**src/rtl/ps2_pkg.sv**
```systemverilog
// Shared types and constants for the PS/2 set-2 keycode receiver.
package ps2_pkg;

   typedef enum logic [1:0] {
      IDLE,
      DATA,
      PARITY,
      STOP
   } ps2_state_t;

   localparam logic [7:0] PS2_EXT  = 8'hE0;
   localparam logic [7:0] PS2_BRK  = 8'hF0;
   localparam logic [7:0] KEY_NONE = 8'h00;

   // Odd parity holds when data plus parity carry an odd number of ones.
   function automatic logic odd_ok(input logic [7:0] d, input logic p);
      return ^{d, p};
   endfunction

endpackage

```
**src/rtl/ps2_filter.sv**
```systemverilog
// Pin conditioner: 2-flop synchroniser, run-length glitch filter and
// a fall pulse asserted the cycle after the filtered level drops.
module ps2_filter #(
   parameter int FILTER_LEN = 8
) (
   input  logic clk_i,
   input  logic rst_i,
   input  logic pin_i,
   output logic level_o,
   output logic fall_o
);

   localparam int CW = $clog2(FILTER_LEN + 1);

   logic          s1_q;
   logic          s2_q;
   logic          filt_q;
   logic          filt_d;
   logic          prev_q;
   logic [CW-1:0] cnt_q;
   logic [CW-1:0] cnt_d;

   always_comb begin
      cnt_d  = '0;
      filt_d = filt_q;
      if (s2_q != filt_q) begin
         if (cnt_q == CW'(FILTER_LEN - 1)) begin
            filt_d = s2_q;
         end else begin
            cnt_d = cnt_q + CW'(1);
         end
      end
   end

   always_ff @(posedge clk_i or posedge rst_i) begin
      if (rst_i) begin
         s1_q   <= 1'b1;
         s2_q   <= 1'b1;
         filt_q <= 1'b1;
         prev_q <= 1'b1;
         cnt_q  <= '0;
      end else begin
         s1_q   <= pin_i;
         s2_q   <= s1_q;
         filt_q <= filt_d;
         prev_q <= filt_q;
         cnt_q  <= cnt_d;
      end
   end

   assign level_o = filt_q;
   assign fall_o  = prev_q & ~filt_q;

endmodule

```
**src/rtl/ps2_keycode_rx.sv**
```systemverilog
// PS/2 device-to-host deframer with set-2 E0/F0 prefix decode and held key.
// Define PS2_PARITY_CHECK_EN to drop bytes whose odd parity fails.
import ps2_pkg::*;

module ps2_keycode_rx #(
   parameter int FILTER_LEN  = 8,
   parameter int TIMEOUT_CYC = 100000
) (
   input  logic       Clk,
   input  logic       Reset,
   input  logic       ps2_clk,
   input  logic       ps2_data,
   output logic [7:0] keycode,
   output logic       key_ext,
   output logic       key_valid,
   output logic       key_break,
   output logic [7:0] scan_code,
   output logic       frame_err
);

   localparam int TW = $clog2(TIMEOUT_CYC + 1);

   logic          clk_fall;
   logic          clk_lvl_unused;
   logic          dat_lvl;
   logic          dat_fall_unused;
   ps2_state_t    state_q;
   ps2_state_t    state_d;
   logic [2:0]    bit_q;
   logic [2:0]    bit_d;
   logic [7:0]    sh_q;
   logic [7:0]    sh_d;
   logic [TW-1:0] to_q;
   logic [TW-1:0] to_d;
   logic          tmo;
   logic          byte_ok;
   logic          fr_err;
   logic          ext_q;
   logic          brk_q;

   ps2_filter #(.FILTER_LEN(FILTER_LEN)) u_clk_flt (
      .clk_i   (Clk),
      .rst_i   (Reset),
      .pin_i   (ps2_clk),
      .level_o (clk_lvl_unused),
      .fall_o  (clk_fall)
   );

   ps2_filter #(.FILTER_LEN(FILTER_LEN)) u_dat_flt (
      .clk_i   (Clk),
      .rst_i   (Reset),
      .pin_i   (ps2_data),
      .level_o (dat_lvl),
      .fall_o  (dat_fall_unused)
   );

   assign tmo = (state_q != IDLE) && (to_q == TW'(TIMEOUT_CYC));

   always_ff @(posedge Clk or posedge Reset) begin
      if (Reset) state_q <= IDLE;
      else       state_q <= state_d;
   end

   always_comb begin
      state_d = state_q;
      if (tmo) begin
         state_d = IDLE;
      end else if (clk_fall) begin
         unique case (state_q)
            IDLE:    if (!dat_lvl) state_d = DATA;
            DATA:    if (bit_q == 3'd7) state_d = PARITY;
            PARITY:  state_d = STOP;
            STOP:    state_d = IDLE;
            default: state_d = IDLE;
         endcase
      end
   end

`ifdef PS2_PARITY_CHECK_EN
   logic par_q;
   logic par_d;

   always_ff @(posedge Clk or posedge Reset) begin
      if (Reset) par_q <= 1'b0;
      else       par_q <= par_d;
   end
`endif

   always_comb begin
      bit_d   = bit_q;
      sh_d    = sh_q;
      byte_ok = 1'b0;
      fr_err  = 1'b0;
`ifdef PS2_PARITY_CHECK_EN
      par_d   = par_q;
`endif
      if (state_q == IDLE || clk_fall) to_d = '0;
      else if (to_q != TW'(TIMEOUT_CYC)) to_d = to_q + TW'(1);
      else to_d = to_q;
      if (tmo) begin
         fr_err = 1'b1;
      end else if (clk_fall) begin
         unique case (state_q)
            IDLE: bit_d = '0;
            DATA: begin
               sh_d  = {dat_lvl, sh_q[7:1]};
               bit_d = bit_q + 3'd1;
            end
            PARITY: begin
`ifdef PS2_PARITY_CHECK_EN
               par_d = dat_lvl;
`endif
            end
            STOP: begin
               if (!dat_lvl) fr_err = 1'b1;
`ifdef PS2_PARITY_CHECK_EN
               else if (!odd_ok(sh_q, par_q)) fr_err = 1'b1;
`endif
               else byte_ok = 1'b1;
            end
            default: ;
         endcase
      end
   end

   always_ff @(posedge Clk or posedge Reset) begin
      if (Reset) begin
         bit_q <= '0;
         sh_q  <= '0;
         to_q  <= '0;
      end else begin
         bit_q <= bit_d;
         sh_q  <= sh_d;
         to_q  <= to_d;
      end
   end

   // Prefix flags live only until the next code byte or a bad frame.
   always_ff @(posedge Clk or posedge Reset) begin
      if (Reset) begin
         ext_q     <= 1'b0;
         brk_q     <= 1'b0;
         keycode   <= KEY_NONE;
         key_ext   <= 1'b0;
         key_valid <= 1'b0;
         key_break <= 1'b0;
         scan_code <= '0;
         frame_err <= 1'b0;
      end else begin
         key_valid <= 1'b0;
         frame_err <= fr_err;
         if (fr_err) begin
            ext_q <= 1'b0;
            brk_q <= 1'b0;
         end else if (byte_ok) begin
            if (sh_q == PS2_EXT) begin
               ext_q <= 1'b1;
            end else if (sh_q == PS2_BRK) begin
               brk_q <= 1'b1;
            end else begin
               key_valid <= 1'b1;
               key_break <= brk_q;
               scan_code <= sh_q;
               ext_q     <= 1'b0;
               brk_q     <= 1'b0;
               if (!brk_q) begin
                  keycode <= sh_q;
                  key_ext <= ext_q;
               end else if ({ext_q, sh_q} == {key_ext, keycode}) begin
                  keycode <= KEY_NONE;
                  key_ext <= 1'b0;
               end
            end
         end
      end
   end

endmodule

```
**config.mk**
```make
export PLATFORM = sky130hd
export DESIGN_NAME = ps2_keycode_rx
export DESIGN_NICKNAME = d
export VERILOG_FILES = /design/src/rtl/ps2_pkg.sv /design/src/rtl/ps2_filter.sv /design/src/rtl/ps2_keycode_rx.sv
export SDC_FILE = /design/constraint.sdc
export NUM_CORES = 1
export LEC_CHECK = 0
export ABC_AREA = 1
export BUFFER_PORTS_ARGS = -buffer_cell sky130_fd_sc_hd__buf_2
export CORE_ASPECT_RATIO = 0.75
export CORE_MARGIN = 2
export CORE_UTILIZATION = 25
export DETAILED_ROUTE_END_ITERATION = 6
export HOLD_SLACK_MARGIN = 0.06
export PLACE_DENSITY = 0.39
export SLEW_MARGIN = 20
export SYNTH_ARGS = -nofsm -noshare
export SYNTH_HDL_FRONTEND = slang
export SYNTH_SLANG_ARGS = --single-unit
```
**constraint.sdc**
```tcl
create_clock -name Clk -period 2.5 [get_ports Clk]
set_input_delay 0.25 -clock Clk [delete_from_list [all_inputs] [get_ports Clk]]
set_output_delay 0.25 -clock Clk [all_outputs]
set_load 0.1 [all_outputs]
```
# Word level (Yosys, flattened, before mapping)
# Cells that the tools add are included.
# W data, S select, Z words.
# totals
word_cells	102
output_inout_bits	20
ff_bits	67
inputBits	4
# classes
muxes	36
reduce_logical	17
eq_ne	18
add_sub_neg	4
bitwise	6
# op_table
operator	n
$mux W17	2
$mux W1	22
$add A17 B1 Y17 const B	1
$eq A17 B17 Y1 const B	1
$ne A17 B17 Y1 const B	1
$eq A8 B8 Y1 const B	2
$mux W4	4
$mux W8	2
$reduce_bool A2 Y1	5
$eq A9 B9 Y1	1
$ne A3 B3 Y1 const B	3
$reduce_and A3 Y1	3
$add A4 B1 Y4 const B	2
$eq A4 B3 Y1 const B	2
$mux W2	4
$pmux W2 S4	1
$reduce_and A2 Y1	4
$pmux W3 S2	1
$not A1 Y1	5
$reduce_and A5 Y1	1
$eq A2 B2 Y1 const B	2
$reduce_and A4 Y1	1
$add A3 B1 Y3 const B	1
$eq A3 B3 Y1 const B	1
8 further kinds	9

# Logic depth before layout (Yosys ltp)
# Gate-level depths: netlist (run 1).
# depth
word_depth	6
depth_mapped	13
depth_no_buf	13

# Modules after synthesis
# From an unflattened synthesis (run 1), not the netlist that was laid out.
# unflattened
hier_cells	384
hier_area_um2	3344.5
# by_module_without_submodules
mod	n_inst	cells_each	area_each_um2
ps2_keycode_rx	1	318	2706.3
ps2_filter	2	33	319.1

# Least setup slack after synthesis (run 1)
# No wires, ideal clock.
# synth_timing
path_kind	reg-to-reg
from	reg keycode[2]
to	reg keycode[0]
period_less_slack_ns	1.877
path_slack_ns	0.623
t_arrival_ns	1.755
path_stages_with_launch	9
setup_time_ns	0.122
required_time_ns	2.378
cell_sequence	dfrtp_1 > xnor2_1 > nand2_1 > nor2_1 > nand3_1 > nand2_2 > nand3_4 > nand2_1 > nand2_1
# synth_via
elab_chain_len	3
# synth_lines
element	line	text
from (decl)	ps2_keycode_rx.sv:13	output logic [7:0] keycode,
from (signal assigned)	ps2_keycode_rx.sv:167	keycode <= sh_q;
$eq A9 B9 Y1	ps2_keycode_rx.sv:169	end else if ({ext_q, sh_q} == {key_ext, keycode}) begin
$ne A2 B1 Y1 (no source line)	n/a	
$reduce_and A5 Y1 (no source line)	n/a	
# Every way passes these cells.
# A chain may end at the register's enable or synchronous reset.

# Final worst setup path (run 1)
# layout_timing
from	reg to_q[0]
to	reg keycode[2]
# layout_via
elab_chain_len	5
elab_cells_between_ends	6
# layout_lines
element	line	text
from (decl)	ps2_keycode_rx.sv:33	logic [TW-1:0] to_q;
from (signal assigned)	ps2_keycode_rx.sv:134	to_q <= to_d;
$eq A17 B17 Y1 (*)	ps2_keycode_rx.sv:57	assign tmo = (state_q != IDLE) && (to_q == TW'(TIMEOUT_CYC));
$logic_and A1 B1 Y1 (*)	ps2_keycode_rx.sv:57	
$mux W1	ps2_keycode_rx.sv:100	if (tmo) begin
$not A1 Y1 (no source line)	n/a	
$reduce_and A5 Y1 (no source line) (*)	n/a	
# Mark *: on every way between the ends. The rest lies on a longest branch, timed or not.

==> reports/summary.md, run 1 <==
After floorplanning, the core was sized to cover 0.0129 mm². Together, buffers and inverters on the worst path number 2. Part of the Yosys area used for sequential elements: 0.512. The number of synthesized flops with an enable pin works out to 0. For flop-to-flop paths, the worst setup slack is 560 ps. Along the worst path, the maximum fanout reaches 27. The number of pins with negative max-slew slack in the final report was 0.

The share of layout cells above drive strength 1 came out at 0.181. Gates resized during post-CTS repair numbered 0. The later pin in the worst-skew pair is clocked with a latency of 340 ps. The most numerous cell on the critical path was sky130_fd_sc_hd__nand2_1. TritonCTS built the clock tree. The die is 103 µm tall. For this design, the sink count on the clock tree is 67. Summing all multi-input logic gate instances after layout gives 0.00139 mm². The initial antenna violation count was 0. In this run the critical register-to-register path is launched from to_q[0]. The capture instance of the worst register-to-register path was keycode[2].

At the end of routability-driven placement, the weighted congestion stood at 0.765. STA classifies the critical path endpoint as a flop. The number of filler instances in the final layout is 1342, and the final core utilization is 0.305. After clock tree synthesis, the setup repair step added 0 buffers. The number of endpoints with negative hold slack in the final report was 0.

The worst setup path is launched from a flop. For the number of endpoints failing setup at the final stage, the log shows 0. The detail route stage leaves a number of antenna-violating nets equal to 0. The summed area of non-filler cells in the final layout came out at 0.00394 mm². For this run, design rule violations remaining after detail routing come to 0. Timing would allow up to 0.515 GHz. For the routed wire length, the log shows 6.78 mm.

The class of the worst hold path is in -> async. The design draws 3.31 mW. After detailed routing, the number of vias per cell comes to 4.01. Root cell of the clock tree: sky130_fd_sc_hd__clkbuf_16. The detailed router finished its first iteration with 173 violations.

Signal routing reaches up to met4. Counting tap cells, the placed design contains a total of 557 instances. Dividing the detail-routed wire length by the instance count gives 11.8 µm. The synthesized netlist net count is 381, and the worst slew slack as a fraction of its limit is 0.421. After clock tree synthesis, the clock-pin slew on the worst setup and hold paths is 60 ps. The routed layout has 2306 vias. Minimum setup slack after placement: 545 ps. The final critical delay including setup and external delays is 1940 ps. Total I/O pin count: 24. The primary flip-flop cell chosen by synthesis mapping is sky130_fd_sc_hd__dfrtp_1. Buffers placed on the I/O ports in this run total 23.

The number of diodes was 0. Area taken by flip-flops and latches: 0.00169 mm². The floorplan step set the die width to 137 µm.

For the via count of the first global-routing pass, the log shows 2198. Summed over all instances, the cell type with the most area after synthesis is sky130_fd_sc_hd__dfrtp_1. VDD sags by at most 0.000480 V.

The post-route fraction of the period consumed by the critical path was 0.776. For the least setup slack across all paths after layout, the log shows 560 ps. Setup repair after global routing left no endpoint under its margin.

The effective utilization at floorplan was 0.255. Summed over all layers, the global routing overflow is 0. During synthesis, Yosys emitted a total of 0 warnings.

The netlist area before placement is 0.00329 mm², and the minimum hold slack is 86.9 ps. The die footprint was 0.0141 mm²; the area growth from synthesis to layout was 19.8%. After the flow finishes, the layout carries non-filler instances totaling 575. At the worst endpoint, the required time is 2720 ps. The number of different library cells in the post-synthesis netlist was 31.

Detailed placement finished with a half-perimeter wire length of 4.86 mm. In the synthesized netlist, the number of instances is 366. Cell with the largest stage delay on the worst path: sky130_fd_sc_hd__dfrtp_1.

In the synthesized netlist, the cells that appear most often are sky130_fd_sc_hd__nand2_1 (86), sky130_fd_sc_hd__dfrtp_1 (60), sky130_fd_sc_hd__inv_1 (44), sky130_fd_sc_hd__nor2_1 (37), sky130_fd_sc_hd__o21ai_0 (24). The tools report the wire length of the first global-routing pass as 11.4 mm. The share of synthesized flip-flops with an asynchronous set or reset was 1.00; the global-route usage over all layers was 0.108. For this design the static power due to leakage is 1.92 nW.

The first detailed-routing pass took 5 iterations. In this run the cell area measured after placement is 0.00361 mm². Endpoint arrival time on the critical path: 2160 ps. By instance count, the leading cell after synthesis is sky130_fd_sc_hd__nand2_1.

The average instance in the mapped netlist occupies 9.00 µm². The number of buffers added by the clock tree synthesis step is 9, and the standard-cell row count is 36. The tool flagged a number of max-cap violations equal to 0.

The final layout contains 414 nets. Setup total negative slack on the finished layout was measured at 0 ps. The number of cells on the worst reg-to-reg path came out at 12. On the worst path, the slowest cell contributes a delay of 380 ps. Critical path start-end classification: reg -> reg.

Total number of H-tree levels: 3. Share of the synthesized area in the top cell type: 0.456. The register bit total from synthesis is 67, and the largest net degree at the start of global routing is 39.

Traced cell by cell, the critical path runs through inv_1, ha_1, nand2_1, inv_1, nand2_1, nor2_4, nand3_4, nand3_4, nor2_8, nand3_4, nand2_1, nand2_1. The flow ran to the end, and the final reports show no timing, DRC or antenna violations. In the final routing, the length of wire on met1 measures 3.86 mm. In the post-synthesis netlist, the biggest area contributors are sky130_fd_sc_hd__dfrtp_1 (46%), sky130_fd_sc_hd__nand2_1 (9.8%), sky130_fd_sc_hd__dfstp_2 (5.6%), sky130_fd_sc_hd__inv_1 (5.0%), sky130_fd_sc_hd__nor2_1 (4.2%).

The critical path runs through a total of 12 cells. For this design the ratio of total power to cell area is 839 mW/mm². The setup skew after layout is 11.2 ps, and the wire length on met2 is 2.53 mm. For the pin with the worst max-slew slack, the measured transition is 869 ps. Counting along the longest clock path gives a buffer depth of 2.

In the detailed route, the total length drawn on met3 is 312 µm. In this design, the largest share of critical-path delay is due to simple AND/OR/NAND/NOR gates.
logic make-up (layout without fill, tap and decap cells):
| kind of cell | count (synthesis) | count (layout) | share of synthesized area |
|---|---|---|---|
| and+or+nand+nor | 168 | 168 | 0.248 |
| adders and majority gates | 11 | 11 | 0.0418 |
| buffers and inverters | 53 | 91 | 0.0676 |
| muxes | 1 | 1 | 0.00342 |
| DFF | 67 | 67 | 0.512 |
| AOI/OAI and AO/OA | 50 | 50 | 0.0847 |
| xor gates and xnor gates | 16 | 16 | 0.0426 |
metal layers:
| metal | global-route usage | vias up |
|---|---|---|
| li1 | - | 1235 |
| met1 | 0.161 | 1037 |
| met2 | 0.139 | 27 |
| met3 | 0.0439 | 7 |
| met4 | 0.0337 | 0 |
| met5 | 0 | - |
power breakdown:
group,internal [mW],switching (mW)
clock,0.829,0.485
combinational,0.209,0.459
sequential,1.22,0.102
layout by cell type (no fill, tap or decap), drive strengths merged:
cell type,count
mux2,1
nor3,4
ha,11
nand2,90
clkinv,3
nor2,44
inv,47
clkinvlp,1
xnor2,8
dfstp,7
dlygate4sd3,2
nand3,16
dfrtp,60
a21oi,16
bufinv,1
clkbuf,11
or2,2
nand4,12
o21a,9
o21ai,24
xor2,8
o31ai,1
buf,26
worst register-to-register path, cell delays in order (launching register included):
cell and delay [ps]:
sky130_fd_sc_hd__dfrtp_1 380, sky130_fd_sc_hd__inv_1 80, sky130_fd_sc_hd__ha_1 200, sky130_fd_sc_hd__nand2_1 50, sky130_fd_sc_hd__inv_1 30, sky130_fd_sc_hd__nand2_1 90, sky130_fd_sc_hd__nor2_4 50, sky130_fd_sc_hd__nand3_4 130
sky130_fd_sc_hd__nand3_4 120, sky130_fd_sc_hd__nor2_8 330, sky130_fd_sc_hd__nand3_4 200, sky130_fd_sc_hd__nand2_1 100, sky130_fd_sc_hd__nand2_1 50
how the worst max path moves through the flow:
stage / start / slack (ps) / end
global placement: to_q[0] / 600 / keycode[0]
CTS: state_q[1] / 540 / keycode[2]
global route: state_q[1] / 340 / keycode[3]
detailed placement: state_q[1] / 550 / keycode[3]
finish: to_q[0] / 560 / keycode[2]
floorplan: Reset / 580 / bit_q[0]
state kept, by name (all words and copies together) (netlist names):
register / flops
to_q: 17
keycode: 8
scan_code: 8
sh_q: 8
u_clk_flt.cnt_q: 4
u_dat_flt.cnt_q: 4
bit_q: 3
state_q: 2
brk_q: 1
ext_q: 1
frame_err: 1
key_break: 1
key_ext: 1
key_valid: 1
u_clk_flt.level_o: 1
u_clk_flt.prev_q: 1
u_clk_flt.s1_q: 1
u_clk_flt.s2_q: 1
u_dat_flt.level_o: 1
u_dat_flt.s1_q: 1
u_dat_flt.s2_q: 1
what timing repair did:
action	CTS	global route
hold buffers	2	0
endpoints found under the setup margin	0	0
endpoints found under the hold margin	2	0
cell type report:
| type | instances | share of cell area |
|---|---|---|
| tap | 171 | 0.0543 |
| inverter | 47 | 0.0447 |
| clock inverter | 5 | 0.0152 |
| sequential | 67 | 0.427 |
| multi-input combinational | 246 | 0.351 |
| clock buffer | 11 | 0.0641 |
| timing repair buffer | 28 | 0.0431 |
(Power assumes the default switching activity.)
==> run 2: changes to the inputs <==
- clock period: 2.5 -> 2 ns (I/O delays scaled with it)
==> run 2 against run 1 <==
  * Die area unchanged
  * Critical endpoint is now scan_code[0]
  * Cell count up 1.0%
  * Worst hold slack better by 270 ps
  * Global-route usage up 0.10 points
  * Register-to-register slack worse by 370 ps
  * Clock power up 15%
  * Largest power group unchanged
  * Highest routed layer unchanged
  * Sequential share of layout area down 0.34 points
  * Design area up 0.79%
==> reports/summary.md, run 2 (synthesis results as in run 1) <==
The run gives 3.99 mW as the overall power consumption. The largest net degree at the start of global routing is 68, and the number of endpoints with negative hold slack in the final report is 0. For this design the ratio of total power to cell area is 1000 mW/mm². The final critical delay including setup and external delays was 1810 ps. In this run, CTS created clock tree buffers numbering 9. The detail route stage leaves a number of antenna-violating nets equal to 0.

The area growth from synthesis to layout was 20.7%. After detailed routing, no signal wire sits above met4. The via count of the first global-routing pass is 2258, and the wire length of the first global-routing pass is 11.5 mm.

For the met3 wire length, the log shows 308 µm. The least setup slack across all paths after layout was 191 ps; the summed area of non-filler cells in the final layout was 0.00398 mm². Setup repair after global routing left no endpoint under its margin. For the endpoint required time on the critical path, the log shows 2220 ps. The tools report the critical path launch point type as a flop. Across the VDD grid, the largest voltage drop is 0.000488 V. The die covers 0.0141 mm².

Leaving out fill and tap cells, the most frequent cells in the layout are sky130_fd_sc_hd__nand2_1 (86), sky130_fd_sc_hd__dfrtp_1 (60), sky130_fd_sc_hd__inv_1 (43), sky130_fd_sc_hd__nor2_1 (37), sky130_fd_sc_hd__o21ai_0 (24). The number of pins with negative max-slew slack in the final report is 0. For the number of max-cap violations, the log shows 0. The standard-cell row count was 36; the initial antenna violation count was 0. The class of the worst hold path is reg -> reg. The register with the most flip-flops in the layout has 17 of them. Biggest fanout along the worst timing path: 16.

The clock-pin transition on the worst setup and hold timing paths is 50 ps. Summed over all nets, the half-perimeter wirelength after detailed placement is 4.88 mm. Counting every sink on the clock net gives 67. Summing all multi-input logic gate instances after layout gives 0.00139 mm².

During placement, the flow inserted port buffers numbering 23. The upper clock frequency limit is 0.553 GHz. Setup violations remaining at the end of the flow were counted as 0. Fill cells in the final layout number 1347.

The die is 137 µm wide. For this run, the post-layout net count is 420. Per-cell via count in the routed design: 4.10. The analysis attributes to cell leakage a power of 1.94 nW.

By startpoint and endpoint, the worst setup path is classified as reg -> reg. The core region area is 0.0129 mm². STA classifies the critical path endpoint as a flop. to_q holds more flip-flops than any other register.

The number of buffers on the longest clock path is 2, and the number of detailed-routing iterations run before antenna repair is 4. After global routing the overflow that remains totals 0. The actual transition at the worst max-transition pin was 506 ps. The global-route usage over all layers came out at 0.109. The logs give 2.68 mm for the wire length on met2 and 8.15 ps for the setup skew after layout.

In the final routed layout, each cell accounts on average for 12.0 µm. Routed wire length: 6.97 mm. The effective utilization at floorplan came out at 0.255. TritonCTS built the clock tree. For this block, the initial DRC count from the detailed router was 115. Root cell of the clock tree: sky130_fd_sc_hd__clkbuf_16. The endpoint arrival time on the critical path is 2030 ps.

The number of antenna diodes in the final layout is 0. After detailed routing, the number of remaining DRC violations is 0. For this block, wires on met1 add up to 3.86 mm. The run gives 0.307 as the final core utilization. Once placement finished, the instance area stood at 0.00363 mm². The later pin in the worst-skew pair is clocked with a latency of 330 ps.

The minimum setup slack after placement is 173 ps, and the total instance count after detailed placement is 558. Across all layers, the routed design uses 2384 vias. The share of layout cells above drive strength 1 was 0.185; the area taken by flip-flops and latches was 0.00169 mm². For this run, the number of standard cells in the final layout without fillers is 581. The die is 103 µm tall.

Routability-driven placement finished with a final weighted congestion of 0.725. 24 I/O pins were placed. The post-route fraction of the period consumed by the critical path was 0.904.

The flow ran to the end, and the final reports show no timing, DRC or antenna violations. The logs give 0 ps for the final sum of negative setup slack and 0.665 for the worst slew slack as a fraction of its limit. The library cell used most frequently in the layout, excluding fill and tap cells, is sky130_fd_sc_hd__nand2_1. For the minimum hold slack, the log shows 354 ps. The H-tree was split into 3 levels.
run 2: cell count changes in the layout (fill, tap and decap cells not counted):
cell | previous run | this run
sky130_fd_sc_hd__dlygate4sd3_1 | 2 | 3
sky130_fd_sc_hd__clkinv_4 | 1 | 0
sky130_fd_sc_hd__clkinv_2 | 1 | 2
sky130_fd_sc_hd__clkbuf_8 | 2 | 3
sky130_fd_sc_hd__clkbuf_1 | 0 | 2
sky130_fd_sc_hd__clkinvlp_4 | 1 | 0
sky130_fd_sc_hd__bufinv_16 | 1 | 0
sky130_fd_sc_hd__buf_4 | 2 | 6
sky130_fd_sc_hd__inv_6 | 1 | 0
sky130_fd_sc_hd__buf_12 | 1 | 2
run 2: timing repair:
item / in CTS / in global routing
hold buffers: 3 / 0
hold endpoints to repair: 62 / 0
gates resized for setup: 0 / 0
buffers inserted: 0 / 4
setup endpoints to repair: 0 / 16
run 2: area by class of cell:
class	count	area share
repair buffers	34	0.0579
inverters	47	0.0444
multi-input cells	246	0.348
clock buffers	14	0.0689
flip-flops and latches	67	0.424
clock inverters	2	0.00252
well taps	171	0.0538
run 2: per-layer routing:
layer / vias up / GRT usage
met3: 11 / 0.0375
li1: 1240 / -
met5: - / 0
met1: 1101 / 0.160
met2: 32 / 0.142
met4: 0 / 0.0481
run 2: power breakdown:
| group | switching, mW | total [mW] | leakage [nW] | internal (mW) |
|---|---|---|---|---|
| logic | 0.573 | 0.835 | 0.901 | 0.261 |
| registers | 0.128 | 1.66 | 0.901 | 1.53 |
| clock network | 0.560 | 1.50 | 0.143 | 0.936 |
| total | 1.26 | 3.99 | 1.94 | 2.73 |
run 2: critical path, stage by stage, from the launching register on:
cell	delay, ps
sky130_fd_sc_hd__dfrtp_1	400
sky130_fd_sc_hd__inv_1	120
sky130_fd_sc_hd__ha_1	260
sky130_fd_sc_hd__inv_1	100
sky130_fd_sc_hd__nand3_4	140
sky130_fd_sc_hd__nand3_4	130
sky130_fd_sc_hd__nor2_8	220
sky130_fd_sc_hd__buf_12	160
sky130_fd_sc_hd__nand2_1	60
sky130_fd_sc_hd__o21a_1	100
run 2: final timing paths:
path | slack (ps) | from | endpoint | cells after the start
worst max-delay path | 190 | state_q[0] | scan_code[0] | 9
worst min-delay path | 350 | u_clk_flt.s1_q | u_clk_flt.s2_q | 0
worst max register to register | 190 | state_q[0] | scan_code[0] | 9
worst min register to register | 350 | u_clk_flt.s1_q | u_clk_flt.s2_q | 0
max in group asynchronous | 1180 | Reset | u_dat_flt.level_o | 4
min in group asynchronous | 480 | Reset | u_clk_flt.cnt_q[1] | 4
==> run 3: changes to the inputs <==
- clock period: 2 -> 2.15 ns (I/O delays scaled with it)
==> run 3 against run 2 <==
  * Setup slack better by 110 ps
  * Maximum frequency fell by 2.2%
  * Combinational power fell by 6.6%
==> reports/summary.md, run 3 (synthesis results as in run 1) <==
After routing, the total negative slack on setup checks comes to 0 ps. The class of the worst hold path was reg -> reg. For this design, the sink count on the clock tree is 67.

The x dimension of the die was 137 µm. For this run, design rule violations remaining after detail routing come to 0. After global routing the overflow that remains totals 0. The clock latency of the later-clocked register in the worst-skew pair is 330 ps, and the share of layout cells above drive strength 1 is 0.180. Clock tree synthesis selected as its root buffer the cell sky130_fd_sc_hd__clkbuf_16.

Setup repair after global routing left no endpoint under its margin. CTS built an H-tree with a depth of 3. The tool flagged a number of max-cap violations equal to 0.

The logs give 6.91 mm for the routed wire length and 9 for the number of buffers added by the clock tree synthesis step. The post-route fraction of the period consumed by the critical path came out at 0.860. Detailed routing inserted a total of 2344 vias. Once the clock tree was built, the setup fixing pass inserted 0 buffers.

The worst setup path is captured at a flop. For the worst setup path, the data required time is 2370 ps. Data arrives at the worst endpoint at 2070 ps.

Input and output buffers added on the ports amount to 23. VDD sags by at most 0.000687 V. Die footprint: 0.0141 mm².

The number of buffers on the longest clock path is 2. The signal on the critical path passes through inv_1, ha_1, nand2_1, inv_1, nand2_1, nor2_4, nand3_4, nand3_4, nor2_8, nand3_4, nand2_1, nand2_1. The total instance count after detailed placement is 557, and the core region area is 0.0129 mm².

After clock tree synthesis, the clock-pin slew on the worst setup and hold paths is 50 ps. Setup violations remaining at the end of the flow were counted as 0. The number of pins with negative max-slew slack in the final report was 0; the flip-flop count of the largest register after layout was 17. The chip height is 103 µm.

Counting stages on the worst path, the most repeated cell is sky130_fd_sc_hd__nand2_1. The final critical delay including setup and external delays is 1850 ps, and the detailed-route wire length per cell is 12.0 µm. The number of antenna diodes in the final layout is 0. After detailed routing, the number of vias per cell comes to 4.06. The critical path start-end classification is reg -> reg. Largest net degree at the start of global routing: 37.

The detail route stage leaves a number of antenna-violating nets equal to 0. For the number of endpoints with negative hold slack in the final report, the log shows 0. For the placer's final routability congestion estimate, the log shows 0.730. The final layout contains 416 nets. The effective utilization at floorplan is 0.255, and the wire length of the first global-routing pass is 11.5 mm.

The via count of the first global-routing pass is 2245, and the largest stage delay on the critical path is 380 ps. Fill cells in the final layout number 1363. More flip-flops sit in one register than any other, and that register is to_q. After the flow finishes, the layout carries non-filler instances totaling 577.

Leaving out fill and tap cells, the most frequent cell in the layout is sky130_fd_sc_hd__nand2_1. The logs give 0.672 for the worst slew slack as a fraction of its limit and 24 for the total I/O pin count. The standard-cell row count was 36. The area growth from synthesis to layout was 19.5%; the number of detailed-routing iterations run before antenna repair was 4.

The tools report the upper clock frequency limit as 0.541 GHz. The logs give 0.107 for the global-route usage over all layers and 120 for the detailed router's first-iteration violation count. The leakage power is 1.91 nW, and the setup skew after layout is 3.63 ps. The HPWL after detailed placement came out at 4.98 mm.

In the layout the commonest cells are sky130_fd_sc_hd__nand2_1 (86), sky130_fd_sc_hd__dfrtp_1 (60), sky130_fd_sc_hd__inv_1 (43), sky130_fd_sc_hd__nor2_1 (37), sky130_fd_sc_hd__o21ai_0 (24). The cell with the largest stage delay on the worst path was sky130_fd_sc_hd__dfrtp_1. The flow ran to the end, and the final reports show no timing, DRC or antenna violations.

The actual transition at the worst max-transition pin works out to 496 ps. Power spread over the standard cell area amounts to 936 mW/mm². The critical path launch point type is a flop. The initial antenna violation count came out at 0. In this run the worst path has a maximum fanout of 14. TritonCTS built the clock tree.
==> run 3: cell types whose count changed in the layout (fill, tap and decap cells not counted) <==
cell                         before  now
sky130_fd_sc_hd__buf_4            6    2
sky130_fd_sc_hd__clkinvlp_4       0    2
sky130_fd_sc_hd__buf_12           2    1
sky130_fd_sc_hd__clkbuf_1         2    1
sky130_fd_sc_hd__clkbuf_8         3    2
sky130_fd_sc_hd__nor2_4           4    5
==> run 3: metrics by stage <==
stage / worst slack, ps / hold slack (ps) / instance area, µm² / utilization / power, mW
2_1_floorplan: 263 / 219 / 3290 / - / 2.14
3_3_place_gp: 263 / 170 / 3610 / 0.279 / 2.34
3_5_place_dp: 219 / 169 / 3610 / 0.279 / 2.35
4_1_cts: 199 / 355 / 3920 / 0.303 / 3.75
5_1_grt: 88.4 / 358 / 3930 / 0.304 / 3.94
6_report: 301 / 355 / 3930 / 0.304 / 3.68
==> run 3: per-layer routing <==
layer / up-vias / track usage / share of wire
li1: 1234 / - / -
met1: 1057 / 0.158 / 0.54
met2: 45 / 0.143 / 0.39
met3: 8 / 0.0375 / 0.054
met4: 0 / 0.0361 / 0.013
met5: - / 0 / 0
==> run 3: final cells by class <==
type                    instances  area (µm²)  area share
clock inverters                 4        25.0     0.00636
clock buffers                  12         256      0.0652
multi-input cells             247        1400       0.355
flip-flops and latches         67        1690       0.428
well taps                     171         214      0.0544
inverters                      47         176      0.0448
repair buffers                 29         180      0.0458
==> run 3: critical path: cells and delay by family (launching register included) <==
family / cells / cell delay [ps]
AND/OR/NAND/NOR: 9 / 1020
adder cells (fa/ha/maj): 1 / 200
buffers and inverters: 2 / 110
flip-flops: 1 / 380
==> run 3: repair_timing <==
action | in CTS | in global routing
endpoints found under the hold margin | 7 | 0
endpoints found under the setup margin | 0 | 1
hold buffers | 3 | 0
resized for setup | 0 | 0
==> run 3: power by group <==
group          switching, mW  total, mW  internal [mW]
sequential             0.112       1.54           1.42
clock                  0.528       1.37          0.838
combinational          0.535      0.780          0.245
total                   1.18       3.68           2.51
==> run 3: worst paths after layout <==
kind                                start                  to  slack (ps)  depth (start not counted)
max in group asynchronous           Reset    u_clk_flt.prev_q        1170                          4
min in group asynchronous           Reset  u_clk_flt.cnt_q[3]         360                          3
hold / removal             u_clk_flt.s1_q      u_clk_flt.s2_q         350                          0
setup / recovery                  to_q[0]          keycode[3]         300                         12
hold reg to reg            u_clk_flt.s1_q      u_clk_flt.s2_q         350                          0
setup reg to reg                  to_q[0]          keycode[3]         300                         12
